### src/rtl/adder_arb_pkg.sv
// Shared types and helpers for the adder-sharing arbiter (adder_share_arb).
package adder_arb_pkg;

    typedef enum logic [1:0] {IDLE, EXEC, WAIT, RESP} state_t;

    localparam int DEFAULT_WIDTH = 64;

    // Index width for n items, never narrower than one bit.
    function automatic int idw(input int n);
        return (n <= 2) ? 1 : $clog2(n);
    endfunction

endpackage

### src/rtl/rr_arbiter.sv
// Combinational round-robin pick: first asserted request strictly after ptr, with wrap.
module rr_arbiter #(
    parameter int NUM_REQ = 4,
    parameter int IDW     = 2
) (
    input  logic [NUM_REQ-1:0] req,
    input  logic [IDW-1:0]     ptr,
    output logic [NUM_REQ-1:0] grant,
    output logic [IDW-1:0]     idx,
    output logic               found
);

    always_comb begin
        logic [IDW-1:0] j;
        grant = '0;
        idx   = '0;
        found = 1'b0;
        j     = '0;
        for (int k = 1; k <= NUM_REQ; k++) begin
            j = IDW'((int'(ptr) + k) % NUM_REQ);
            if (!found && req[j]) begin
                found    = 1'b1;
                grant[j] = 1'b1;
                idx      = j;
            end
        end
    end

endmodule

### src/rtl/adder_share_arb.sv
// Round-robin sequencer sharing one registered adder among NUM_REQ requesters.
// Define ADDARB_OVF_EN to compute rsp_ovf (signed overflow); otherwise it is tied low.
module adder_share_arb
    import adder_arb_pkg::*;
#(
    parameter  int NUM_REQ     = 4,
    parameter  int WIDTH       = DEFAULT_WIDTH,
    parameter  int ADD_LATENCY = 1,
    localparam int IDW         = idw(NUM_REQ)
) (
    input  logic                     clk,
    input  logic                     rst,
    input  logic [NUM_REQ-1:0]       req_valid,
    output logic [NUM_REQ-1:0]       req_ready,
    input  logic [NUM_REQ*WIDTH-1:0] req_a,
    input  logic [NUM_REQ*WIDTH-1:0] req_b,
    input  logic [NUM_REQ-1:0]       req_cin,
    output logic [WIDTH-1:0]         add_a,
    output logic [WIDTH-1:0]         add_b,
    output logic                     add_cin,
    input  logic [WIDTH-1:0]         add_sum,
    input  logic                     add_cout,
    output logic                     rsp_valid,
    input  logic                     rsp_ready,
    output logic [IDW-1:0]           rsp_id,
    output logic [WIDTH-1:0]         rsp_sum,
    output logic                     rsp_cout,
    output logic                     rsp_ovf
);

    localparam int LCW = idw(ADD_LATENCY);

    state_t               state;
    logic [IDW-1:0]       rr_ptr;
    logic [IDW-1:0]       op_id;
    logic signed [WIDTH-1:0] op_a;
    logic signed [WIDTH-1:0] op_b;
    logic                 op_cin;
    logic [LCW-1:0]       lat_cnt;
    logic [NUM_REQ-1:0]   grant;
    logic [IDW-1:0]       win_idx;
    logic                 win_found;

    rr_arbiter #(.NUM_REQ(NUM_REQ), .IDW(IDW)) u_arb (
        .req   (req_valid),
        .ptr   (rr_ptr),
        .grant (grant),
        .idx   (win_idx),
        .found (win_found)
    );

    assign req_ready = (state == IDLE) ? grant : '0;
    assign add_a     = op_a;
    assign add_b     = op_b;
    assign add_cin   = op_cin;

`ifdef ADDARB_OVF_EN
    function automatic logic signed_ovf(input logic signed [WIDTH-1:0] a,
                                        input logic signed [WIDTH-1:0] b,
                                        input logic signed [WIDTH-1:0] s);
        return (a[WIDTH-1] == b[WIDTH-1]) && (s[WIDTH-1] != a[WIDTH-1]);
    endfunction
`else
    assign rsp_ovf = 1'b0;
`endif

    always_ff @(posedge clk) begin
        if (rst) begin
            state     <= IDLE;
            rr_ptr    <= IDW'(NUM_REQ - 1);
            op_id     <= '0;
            op_a      <= '0;
            op_b      <= '0;
            op_cin    <= 1'b0;
            lat_cnt   <= '0;
            rsp_valid <= 1'b0;
            rsp_id    <= '0;
            rsp_sum   <= '0;
            rsp_cout  <= 1'b0;
`ifdef ADDARB_OVF_EN
            rsp_ovf   <= 1'b0;
`endif
        end else begin
            case (state)
                // Only the winner's operand slice is ever sampled.
                IDLE: begin
                    if (win_found) begin
                        op_a   <= req_a[win_idx*WIDTH +: WIDTH];
                        op_b   <= req_b[win_idx*WIDTH +: WIDTH];
                        op_cin <= req_cin[win_idx];
                        op_id  <= win_idx;
                        rr_ptr <= win_idx;
                        state  <= EXEC;
                    end
                end
                EXEC: begin
                    lat_cnt <= LCW'(ADD_LATENCY - 1);
                    state   <= WAIT;
                end
                WAIT: begin
                    if (lat_cnt == '0) begin
                        rsp_sum   <= add_sum;
                        rsp_cout  <= add_cout;
                        rsp_id    <= op_id;
`ifdef ADDARB_OVF_EN
                        rsp_ovf   <= signed_ovf(op_a, op_b, add_sum);
`endif
                        rsp_valid <= 1'b1;
                        state     <= RESP;
                    end else begin
                        lat_cnt <= lat_cnt - 1'b1;
                    end
                end
                RESP: begin
                    if (rsp_ready) begin
                        rsp_valid <= 1'b0;
                        state     <= IDLE;
                    end
                end
                default: state <= IDLE;
            endcase
        end
    end

endmodule

### config.mk
export PLATFORM = sky130hd
export DESIGN_NAME = adder_share_arb
export DESIGN_NICKNAME = d
export VERILOG_FILES = /design/src/rtl/adder_arb_pkg.sv /design/src/rtl/rr_arbiter.sv /design/src/rtl/adder_share_arb.sv
export SDC_FILE = /design/constraint.sdc
export NUM_CORES = 1
export LEC_CHECK = 0
export BUFFER_PORTS_ARGS = -buffer_cell sky130_fd_sc_hd__buf_4
export CAP_MARGIN = 20
export CORE_AREA = 2 2 306 308
export CTS_BUF_LIST = sky130_fd_sc_hd__clkbuf_4
export CTS_CLUSTER_DIAMETER = 120
export DETAILED_ROUTE_END_ITERATION = 7
export DIE_AREA = 0 0 308 310
export SLEW_MARGIN = 20
export SYNTH_ARGS = -nofsm -noshare
export SYNTH_HDL_FRONTEND = slang
export SYNTH_SLANG_ARGS = --single-unit
### constraint.sdc
create_clock -name clk -period 4.2 [get_ports clk]
set_input_delay 0.84 -clock clk [delete_from_list [all_inputs] [get_ports clk]]
set_output_delay 0.84 -clock clk [all_outputs]
set_load 0.02 [all_outputs]
# Word level (Yosys, flattened, before mapping)
# Cells that the tools add are included.
[word_totals] register_bits=204 latch_bits=0 mem_bits_rw=0 romBits=0 in_bits=588 elab_cells=94 n_memories=0
[classes] addsub=5 n_mul=0 div=0 n_lt_le_gt_ge=9 n_eq_ne=6 shift=2 n_mux=40 n_bitwise=4 reduce_logical=17
[op_table] cell="variable part select 256 x 9 -> 64 bit" count=2
[op_table] cell="2-to-1 mux 4 bit" count=5
[op_table] cell="2-to-1 mux 1 bit" count=16
[op_table] cell="less-than comparator 2 x 3 -> 1 bit, second input constant" count=5
[op_table] cell="2-to-1 mux 2 bit" count=7
[op_table] cell="OR 4 bit" count=3
[op_table] cell="binary-select mux 1 bit (select 2 bit)" count=5
[op_table] cell="demux 1 bit (select 2 bit)" count=4
[op_table] cell=">= comparator 2 x 1 -> 1 bit, second input constant" count=4
[op_table] cell="case mux 2 bit (4 select lines)" count=1
[op_table] cell="logical AND 1 bit" count=7
[op_table] cell="AND reduction 3 bit" count=2
[op_table] cell="adder 2 x 1 -> 2 bit, second input constant" count=2
[op_table] cell="adder 2 bit, second input constant" count=2
[op_table] cell="equality test 2 bit, second input constant" count=2
[op_table] cell="inequality test 2 bit, second input constant" count=2
[op_table] cell="case mux 1 bit (2 select lines)" count=2
[op_table] cell="AND reduction 2 bit" count=2
[op_table] cell="nonzero test 2 bit" count=2
[op_table] cell="zero test 1 bit" count=3
[op_table] cell="equality test 2 x 1 -> 1 bit, second input constant" count=1
[op_table] cell="zero test 2 bit" count=1
[op_table] cell="inequality test 2 x 1 -> 1 bit, second input constant" count=1
[op_table] cell="NOT 1 bit" count=1
[op_table] cell="subtractor 1 bit, second input constant" count=1

# Logic depth before layout (Yosys ltp)
# Gate-level depths: netlist of the first run.
[depth] ltp_word=15 depth_mapped=13 depth_no_buf=8

# Cells and area by module
# A second synthesis of the first run with hierarchy kept.
[hier_totals] cells_unflattened=1047 area_unflattened_um2=11054.4
[modules_own_cells] module="adder_share_arb" instances=1 cells_per_inst=979 area_per_inst_um2=10528.8 seq_area_each_um2=4063.9
[modules_own_cells] module="rr_arbiter" instances=1 cells_per_inst=68 area_per_inst_um2=525.5 seq_area_each_um2=0.0

# Least setup slack after synthesis of the first run
# OpenSTA, ideal clock, no wires.
[synth_timing] kind="register to output" startpoint="register rr_ptr[1]" endpoint="output port req_ready[0]" arrival_ns=2.828 required_time_ns=3.360 path_slack_ns=0.532 stages_incl_launch_ff=12 path_cell_list="dfxtp_1 -> buf_2 -> inv_1 -> ha_1 -> buf_2 -> mux2i_1 -> mux2i_1 -> buf_2 -> or3_1 -> nor2_1 -> a21oi_1 -> a21boi_0"
[synth_via] elab_chain_len=14 word_cells_on_any_way=49
[synth_rtl] element="from (decl)" line_no="adder_share_arb.sv:34" source="logic [IDW-1:0] rr_ptr;"
[synth_rtl] element="from (signal assigned)" line_no="adder_share_arb.sv:70" source="rr_ptr <= IDW'(NUM_REQ - 1);"
[synth_rtl] element="from (signal assigned)" line_no="adder_share_arb.sv:92" source="rr_ptr <= win_idx;"
[synth_rtl] element="branches (longest 12 deep; another with less-than comparator 2 x 3 -> 1 bit)"
[synth_rtl] element="2-to-1 mux 4 bit *" line_no="rr_arbiter.sv:21" source="if (!found && req[j]) begin"
[synth_rtl] element="2-to-1 mux 4 bit *" line_no="adder_share_arb.sv:52" source="assign req_ready = (state == IDLE) ? grant : '0;"
[synth_rtl] element="to (decl)" line_no="adder_share_arb.sv:14" source="output logic [NUM_REQ-1:0] req_ready,"
# Mark *: on every way between the ends. The select of a mux whose other input is x is not followed.

# Worst setup path after layout of the first run
# Same ends and word-level chain as after synthesis.

==> metrics.yaml, run 1 <==
power.density_cell_area_mw_per_mm2: 757
antenna_found_initial: 7
cp_slowest_cell: "sky130_fd_sc_hd__or3_1"
clock_skew_ns: 0.0520
syn_area_per_cell_um2: 7.54
gr-total-overflow: 0
fin_crit_ns: 3.93
dr.pass1.iters: 6
timing.hold.worst_path_depth: 3
synth-seq-area-share_pct: 35.8
drc: 0
irDropWorstVdd_mv: 0.801
floorplan.die.height_um: 310
detailroute.via_count: 14900
grt_first_pass_wirelength_um: 88200
maximum_clock_insertion_buffer_count: 3
grt_util_met3_pct: 4.66
synth-seq-cells: 203
slew_headroom_pct: 25.5
critical_path.max_fanout: 6
yosys_most_used_dff: "sky130_fd_sc_hd__dfxtp_1"
routabilityCongestion: 0.864
intPower_mw: 7.44
final_cell_mix: "832 x sky130_fd_sc_hd__buf_4, 339 x sky130_fd_sc_hd__nor2_1, 263 x sky130_fd_sc_hd__nand2_1, 203 x sky130_fd_sc_hd__dfxtp_1, 130 x sky130_fd_sc_hd__o22ai_1"
mappedNetlistArea_mm2: 0.0113
cts_inserted_buffers: 67
sw_frac_of_total_pct: 49.9
cts-hold-fix-buffers: 0
min_to: "rsp_sum[42]$_SDFFE_PP0P_"
placeableCoreArea_mm2: 0.0925
clkSlewWorstSetupHoldPaths_ns: 0.07
cts.htree.levels: 3
number_of_instances_in_the_synthesized_netlist: 1504
netlist-cell-type-count: 40
max_freq_ghz: 0.255
path_delay_family: "simple AND/OR/NAND/NOR gates"
setup_total_negative_slack_ns: 0
grt_usage_pct: 12.3
post_drt_via_cell_ratio: 4.25
clock_power_share_pct: 14.3
layout_commonest_cell: "sky130_fd_sc_hd__buf_4"
grt_start_max_net_pins: 130
rr_worst_depth: 11
synthDominantAreaCellType: "sky130_fd_sc_hd__dfxtp_1"
detail_route.wl_per_cell_um: 18.2
share_of_final_layout_standard_cells_stronger_than_drive_strength_1_pct: 42.5
maxCapViolCount: 0
startpoint_types: "flop"
cp-end-kind: "primary output"
status: "completed"
globalRouteMet2Util_pct: 18.9
pin_count: 790
clock_latency_of_the_later_clocked_register_in_the_worst_skew_pair_ns: 0.85
die_width_um: 308
crit_share_post_route_pct: 93.6
regToRegStartpoint: "rr_ptr[1]$_SDFFE_PP1P_"
area_delta_synth_final_pct: 73.1
timing.final.hold_violations: 0
synth_net_count: 2103
crit_chain: "inv_1 > ha_4 > mux4_2 > or3_1 > nor2_4 > a21oi_1 > a21boi_0 > buf_4"
lkg_pwr_nw: 8.75
finish.net_count: 2856
die_area_mm2: 0.0955
wirelength_um: 63800
clock_root_buffer: "sky130_fd_sc_hd__clkbuf_4"
standard_cell_row_count: 112
final-setup-viol-count: 0
detailedPlacementHpwl_um: 46900
worst_r2r_endpoint: "add_b[24]$_SDFFE_PP0P_"
initial_standard_cell_utilization_of_the_core_pct: 12.3
hp-class: "in -> reg"
hold_start: "add_sum[42]"
busiest_layer: "met2"
netSwitchingPower_mw: 7.41
num-fill-cells: 10400
yosysTopAreaCellShare_pct: 35.8
globalRouteMet1Util_pct: 14.8
path_class: "reg -> out"
share_comb_of_total_power_pct: 66.3
seq_power_share_pct: 19.4
timing.critical_path.slowest_cell_delay_ns: 0.46
synthTopCellsByArea: "sky130_fd_sc_hd__dfxtp_1 36%, sky130_fd_sc_hd__a32o_1 11%, sky130_fd_sc_hd__nor2_1 11%"
regToRegSetupSlack_ns: 0.89
first_global_vias: 13900
maxSlewViolCount: 0
synth_async_sr_flop_share_pct: 0
worstMarginPinSlew_ns: 1.12
synth-edff-count: 0
antenna_nets_post_route: 0
tritoncts_clock_tree: "built"
synth-warning-count: 0
post-route-util_pct: 21.2
cts.sinks: 203
drt_first_iter_violations: 1341
required_ns: 3.36
worstPathBufferInverterCount: 2
io_buffer_count: 788
arrival_ns: 3.09
## kinds of logic after synthesis
logic type | synth area share (%)
flip-flops | 35.8
AND/OR/NAND/NOR | 27.9
AO/OA/AOI/OAI | 20.7
other | 0.0331
buffers and inverters | 6.90
multiplexers | 7.44
adder cells (fa/ha/maj) | 1.21
## worst max-delay path by stage
stage                      startpoint           end  depth (start not counted)
2_1_floorplan  rr_ptr[1]$_SDFFE_PP1P_  req_ready[0]                         11
3_3_place_gp             req_valid[1]  req_ready[2]                          7
3_5_place_dp             req_valid[1]  req_ready[1]                          7
4_1_cts        rr_ptr[1]$_SDFFE_PP1P_  req_ready[0]                          8
5_1_grt        rr_ptr[1]$_SDFFE_PP1P_  req_ready[0]                          9
6_report       rr_ptr[1]$_SDFFE_PP1P_  req_ready[0]                          8
## metal layers
layer | share of wire (%) | vias to the layer above | wire length, um
met5 | 0.088 | - | 56
met4 | 4.6 | 10 | 2940
met3 | 10 | 144 | 6640
met2 | 45 | 814 | 28800
met1 | 40 | 6916 | 25300
li1 | - | 6995 | -
## power by group through the flow
stage / combinational, mW / sequential [mW] / clock [mW]
2_1_floorplan: 5.25 / 3.48 / 0
3_3_place_gp: 9.73 / 2.90 / 0
3_5_place_dp: 9.74 / 2.91 / 0
4_1_cts: 9.80 / 2.88 / 2.25
5_1_grt: 10.6 / 2.94 / 2.34
6_report: 9.84 / 2.89 / 2.12
## cell usage after synthesis (3+ instances only)
master                     number
sky130_fd_sc_hd__nand2_1      263
sky130_fd_sc_hd__buf_1         19
sky130_fd_sc_hd__a32o_1       130
sky130_fd_sc_hd__nand4_1      129
sky130_fd_sc_hd__mux2_2         4
sky130_fd_sc_hd__a21boi_0       4
sky130_fd_sc_hd__buf_2         82
sky130_fd_sc_hd__nor3_1         4
sky130_fd_sc_hd__buf_6          3
sky130_fd_sc_hd__mux2i_1       73
sky130_fd_sc_hd__nor2_1       342
sky130_fd_sc_hd__dfxtp_1      203
sky130_fd_sc_hd__o22ai_1      130
sky130_fd_sc_hd__a21oi_1        6
sky130_fd_sc_hd__o21ai_0        3
sky130_fd_sc_hd__a22oi_1        5
sky130_fd_sc_hd__mux4_2         3
sky130_fd_sc_hd__clkbuf_1      59
sky130_fd_sc_hd__ha_1          11
sky130_fd_sc_hd__buf_4          3
sky130_fd_sc_hd__inv_1          6
## through the flow
stage          power (mW)  instance area, um2  worst slack [ns]  cells  hold slack (ns)
6_report             14.8               19600             0.271   3503            0.222
2_1_floorplan        8.72               11300             0.532   1504            0.465
3_3_place_gp         12.6               18700             0.437   3380            0.449
4_1_cts              14.9               19600            0.0557   3495           0.0629
5_1_grt              15.9               19600          -0.00393   3503            0.100
3_5_place_dp         12.7               18700             0.487   3380            0.455
## repair_timing
item	in CTS	in global routing
resized for setup	7	1
pin swaps	1	0
buffers inserted	2	3
setup endpoints to repair	4	1
## flip-flops by register name, indices dropped and copies added, names as in the netlist
| signal | cells |
|---|---|
| rr_ptr | 2 |
| op_id | 2 |
| rsp_cout | 1 |
| state | 2 |
| rsp_valid | 1 |
| add_cin | 1 |
| rsp_sum | 64 |
| add_b | 64 |
| rsp_id | 2 |
| add_a | 64 |
## worst register-to-register path: cells and delay by family, from the launching register on
kind,cells,cell delay [ns]
compound gates,4,1.38
fa+ha+maj,1,0.34
buf+inv,4,0.83
flops,1,0.34
mux,1,0.34
simple gates,1,0.05
## layout make-up
cell class | instances | area (um2) | share of cell area (%)
flip-flops and latches | 203 | 4060 | 20.7
clock buffers | 95 | 713 | 3.63
well taps | 1197 | 1500 | 7.63
repair buffers | 850 | 6610 | 33.7
multi-input cells | 1129 | 6600 | 33.7
inverters | 6 | 22.5 | 0.115
diodes | 5 | 12.5 | 0.0638
clock inverters | 18 | 103 | 0.523
Note: power is estimated with default switching activity, not from simulation.
==> run 2, diff against run 1 <==
--- a/config.mk
+++ b/config.mk
@@ -7,11 +7,11 @@
 export LEC_CHECK = 0
 export BUFFER_PORTS_ARGS = -buffer_cell sky130_fd_sc_hd__buf_4
 export CAP_MARGIN = 20
-export CORE_AREA = 2 2 306 308
+export CORE_AREA = 2 2 308 310
 export CTS_BUF_LIST = sky130_fd_sc_hd__clkbuf_4
 export CTS_CLUSTER_DIAMETER = 120
 export DETAILED_ROUTE_END_ITERATION = 7
-export DIE_AREA = 0 0 308 310
+export DIE_AREA = 0 0 310 312
 export SLEW_MARGIN = 20
 export SYNTH_ARGS = -nofsm -noshare
 export SYNTH_HDL_FRONTEND = slang
==> metrics.yaml, run 2 (synthesized netlist as in run 1, its figures left out) <==
status: "completed"
power.density_cell_area_mw_per_mm2: 751
finish.net_count: 2841
initial_standard_cell_utilization_of_the_core_pct: 12.2
die_width_um: 310
share_of_final_layout_standard_cells_stronger_than_drive_strength_1_pct: 42.2
lkg_pwr_nw: 8.69
routedLengthMet1_um: 26200
final-setup-viol-count: 0
post_drt_via_cell_ratio: 4.15
clkSlewWorstSetupHoldPaths_ns: 0.07
register_area_mm2: 0.00406
timing.final.hold_violations: 0
drt_first_iter_violations: 983
multi_input_area_mm2: 0.00661
die_area_mm2: 0.0967
maxCapViolCount: 0
num-fill-cells: 10600
cts_inserted_buffers: 66
maxSlewViolCount: 0
antenna_nets_post_route: 0
hp-class: "in -> reg"
grt_start_max_net_pins: 110
pin_count: 790
final_critical_path_setup_slack_ns: 0.207
layout_commonest_cell: "sky130_fd_sc_hd__buf_4"
drc: 0
floorplan.die.height_um: 312
fin_worst_hold_slack_ns: 0.222
tritoncts_clock_tree: "built"
final_cell_mix: "819 x sky130_fd_sc_hd__buf_4, 339 x sky130_fd_sc_hd__nor2_1, 263 x sky130_fd_sc_hd__nand2_1, 203 x sky130_fd_sc_hd__dfxtp_1, 130 x sky130_fd_sc_hd__o22ai_1"
clock_root_buffer: "sky130_fd_sc_hd__clkbuf_4"
routabilityCongestion: 0.912
maximum_clock_insertion_buffer_count: 3
placement.setup.worst_slack_ns: 0.663
area_delta_synth_final_pct: 72.8
io_buffer_count: 788
path_class: "reg -> out"
placeableCoreArea_mm2: 0.0930
critical_path.max_fanout: 11
startpoint_types: "flop"
irDropWorstVdd_mv: 0.525
fin_crit_ns: 3.99
dr.pass1.iters: 6
gr-total-overflow: 0
totalPowerFinal_mw: 14.7
clock_latency_of_the_later_clocked_register_in_the_worst_skew_pair_ns: 0.89
max_freq_ghz: 0.250
cp-end-kind: "primary output"
cts.sinks: 203
first_global_vias: 14500
met2_length_um: 31800
detail_route.wl_per_cell_um: 18.7
worstMarginPinSlew_ns: 1.04
detailroute.via_count: 14700
arrival_ns: 3.15
dr_wl_met3_um: 5700
grt_usage_pct: 12.9
antenna_found_initial: 7
standard_cell_row_count: 112
post-route-util_pct: 21.1
required_ns: 3.36
grt_first_pass_wirelength_um: 93000
slew_headroom_pct: 30.5
clock_skew_ns: 0.0551
highest-signal-layer: "met5"
wirelength_um: 66300
detailedPlacementHpwl_um: 49200
crit_share_post_route_pct: 95.1
cts.htree.levels: 3
cts-hold-fix-buffers: 0
## run 2: per-layer routing
layer,vias up,track usage [%]
met5,-,0
met4,8,5.94
met3,132,3.80
met2,733,21.7
met1,6888,15.0
li1,6985,-
## run 2: final cells by class
| cell class | instances | area share, % |
|---|---|---|
| Antenna cell | 6 | 0.0766 |
| Clock buffer | 94 | 3.60 |
| Clock inverter | 22 | 0.626 |
| Inverter | 6 | 0.115 |
| Multi-Input combinational cell | 1129 | 33.7 |
| Sequential cell | 203 | 20.7 |
| Tap cell | 1254 | 8.01 |
| Timing Repair Buffer | 836 | 33.1 |
## run 2: per-stage QoR
stage | TNS (ns) | instance area (um2) | std cells
CTS | 0 | 19600 | 3543
global placement | 0 | 18700 | 3424
finish | 0 | 19600 | 3550
global route | -0.0839 | 19600 | 3550
detailed placement | 0 | 18700 | 3425
floorplan | 0 | 11300 | 1504
## run 2: power breakdown
part           total (mW)  internal [mW]  switching [mW]  leakage (nW)
combinational        9.70           3.74            5.96          6.52
clock                2.15           1.05            1.10         0.494
sequential           2.87           2.53           0.346          1.67
## run 2: path summary, 6_finish.rpt
check	cells past startpoint	from	end	slack (ns)
max	10	rr_ptr[1]$_SDFFE_PP1P_	req_ready[0]	0.21
min	3	add_sum[37]	rsp_sum[37]$_SDFFE_PP0P_	0.22
max reg2reg	10	rr_ptr[1]$_SDFFE_PP1P_	add_a[16]$_SDFFE_PP0P_	0.91
min reg2reg	1	add_a[32]$_SDFFE_PP0P_	add_a[32]$_SDFFE_PP0P_	0.46
## run 2: repair_timing
action	4_1_cts	5_1_grt
resized for setup	8	2
setup buffers	2	1
pin swaps	2	1
endpoints found under the setup margin	4	4
gates cloned	0	0
## run 2: worst max-delay path: stages, from the launching register on
cell and delay [ns]:
sky130_fd_sc_hd__dfxtp_1 0.33, sky130_fd_sc_hd__inv_1 0.13, sky130_fd_sc_hd__ha_4 0.35, sky130_fd_sc_hd__mux2i_4 0.24
sky130_fd_sc_hd__mux2i_1 0.09, sky130_fd_sc_hd__buf_4 0.17, sky130_fd_sc_hd__or3_1 0.41, sky130_fd_sc_hd__nor2_4 0.16
sky130_fd_sc_hd__a21oi_1 0.09, sky130_fd_sc_hd__a21boi_1 0.17, sky130_fd_sc_hd__buf_4 0.16
==> run 3, diff against run 2 <==
--- a/config.mk
+++ b/config.mk
@@ -12,6 +12,8 @@
 export CTS_CLUSTER_DIAMETER = 120
 export DETAILED_ROUTE_END_ITERATION = 7
 export DIE_AREA = 0 0 310 312
+export RECOVER_POWER = 50
+export SKIP_CTS_REPAIR_TIMING = 1
 export SLEW_MARGIN = 20
 export SYNTH_ARGS = -nofsm -noshare
 export SYNTH_HDL_FRONTEND = slang
==> metrics.yaml, run 3 (synthesized netlist as in run 1, its figures left out) <==
status: "finished, violations left"
violated_checks: "max-capacitance violations, max-slew violations"
hold_start: "add_sum[37]"
timing.hold.worst_path_depth: 3
first_global_vias: 14500
regToRegStartpoint: "rr_ptr[0]$_SDFFE_PP1P_"
grt_start_max_net_pins: 110
worst_r2r_endpoint: "add_a[16]$_SDFFE_PP0P_"
rr_worst_depth: 11
initial_standard_cell_utilization_of_the_core_pct: 12.2
slew_headroom_pct: -21.0
cp-startpoint: "rr_ptr[0]$_SDFFE_PP1P_"
gr-total-overflow: 0
grt_first_pass_wirelength_um: 92900
setup_total_negative_slack_ns: 0
drt_first_iter_violations: 1013
worst_setup_path_endpoint: "req_ready[1]"
routabilityCongestion: 0.912
antenna_found_initial: 7
pin_count: 790
maximum_clock_insertion_buffer_count: 3
worstPathBufferInverterCount: 3
cts.htree.levels: 3
wirelength_um: 66400
io_buffer_count: 788
register_area_mm2: 0.00406
tritoncts_clock_tree: "built"
clock_root_buffer: "sky130_fd_sc_hd__clkbuf_4"
placeableCoreArea_mm2: 0.0930
critical_path.max_fanout: 6
regToRegSetupSlack_ns: 0.91
max_freq_ghz: 0.251
post_drt_via_cell_ratio: 4.16
placement.setup.worst_slack_ns: 0.663
post-route-util_pct: 20.5
final_critical_path_setup_slack_ns: 0.210
required_ns: 3.36
crit_path_frequent_cell: "sky130_fd_sc_hd__buf_4"
area_delta_synth_final_pct: 68.3
post-place-cells: 3425
num-fill-cells: 10700
share_of_final_layout_standard_cells_stronger_than_drive_strength_1_pct: 36.4
hp-class: "in -> reg"
fin_crit_ns: 3.99
floorplan.die.height_um: 312
arrival_ns: 3.15
finish.net_count: 2841
maxSlewViolCount: 58
die_width_um: 310
timing.final.hold_violations: 0
grt_usage_pct: 12.9
worstSetupPathDepth: 9
detailedPlacementHpwl_um: 49200
cp_slowest_cell: "sky130_fd_sc_hd__or3_1"
cts.sinks: 203
detailroute.via_count: 14800
dr.pass1.iters: 5
fin_worst_hold_slack_ns: 0.224
worstMarginPinSlew_ns: 1.81
standard_cell_row_count: 112
irDropWorstVdd_mv: 0.520
drc: 0
antenna_nets_post_route: 0
timing.critical_path.slowest_cell_delay_ns: 0.46
crit_share_post_route_pct: 95.0
crit_chain: "inv_1 > ha_4 > buf_4 > mux4_2 > or3_1 > nor2_4 > a21oi_1 > a21boi_0 > buf_4"
power.density_cell_area_mw_per_mm2: 756
lkg_pwr_nw: 8.14
maxCapViolCount: 1
path_class: "reg -> out"
layout_commonest_cell: "sky130_fd_sc_hd__buf_4"
post_route_insts_no_fill: 3550
final_cell_mix: "685 x sky130_fd_sc_hd__buf_4, 339 x sky130_fd_sc_hd__nor2_1, 263 x sky130_fd_sc_hd__nand2_1, 203 x sky130_fd_sc_hd__dfxtp_1, 134 x sky130_fd_sc_hd__clkbuf_1"
cts_inserted_buffers: 66
clock_latency_of_the_later_clocked_register_in_the_worst_skew_pair_ns: 0.89
die_area_mm2: 0.0967
cp-end-kind: "primary output"
path_delay_family: "simple AND/OR/NAND/NOR gates"
final-setup-viol-count: 0
clock_skew_ns: 0.0508
multi_input_area_mm2: 0.00660
clkSlewWorstSetupHoldPaths_ns: 0.06
startpoint_types: "flop"
detail_route.wl_per_cell_um: 18.7
-- run 3: how the worst min path moves through the flow --
stage / slack, ns / endpoint
final: 0.22 / rsp_sum[37]$_SDFFE_PP0P_
after global routing: 0.07 / rsp_sum[4]$_SDFFE_PP0P_
after CTS: 0.06 / rsp_sum[37]$_SDFFE_PP0P_
after detailed placement: 0.45 / add_a[60]$_SDFFE_PP0P_
after global placement: 0.45 / add_a[51]$_SDFFE_PP0P_
after floorplan: 0.46 / rsp_id[1]$_SDFFE_PP0P_
-- run 3: report_power, final --
| group | internal [mW] | switching [mW] |
|---|---|---|
| combinational | 3.45 | 5.96 |
| clock | 1.05 | 1.10 |
| sequential | 2.53 | 0.336 |
| total | 7.03 | 7.40 |
-- run 3: tightest hold or removal path, stage by stage --
cell and delay (ns):
sky130_fd_sc_hd__buf_4 0.08, sky130_fd_sc_hd__mux2i_1 0.05, sky130_fd_sc_hd__nor2_1 0.07
-- run 3: per-layer routing --
metal  routed length, um  track usage, %  up-vias
li1                    -               -     6987
met1               26300            15.0     6913
met2               31700            21.7      718
met3                5650            3.80      130
met4                2670            5.94        8
met5                  56               0        -
-- run 3: through the flow --
stage               area [um2]  power (mW)
global placement         18700        12.6
floorplan                11300        8.72
detailed placement       18700        12.6
CTS                      19500        14.9
finish                   19100        14.4
global route             19100        15.5
-- run 3: cell type report --
cell class	instances	area share (%)
multi-input cells	1129	34.6
repair buffers	836	31.4
flip-flops and latches	203	21.3
well taps	1254	8.22
clock buffers	94	3.70
clock inverters	22	0.643
inverters	6	0.118
diodes	6	0.0787
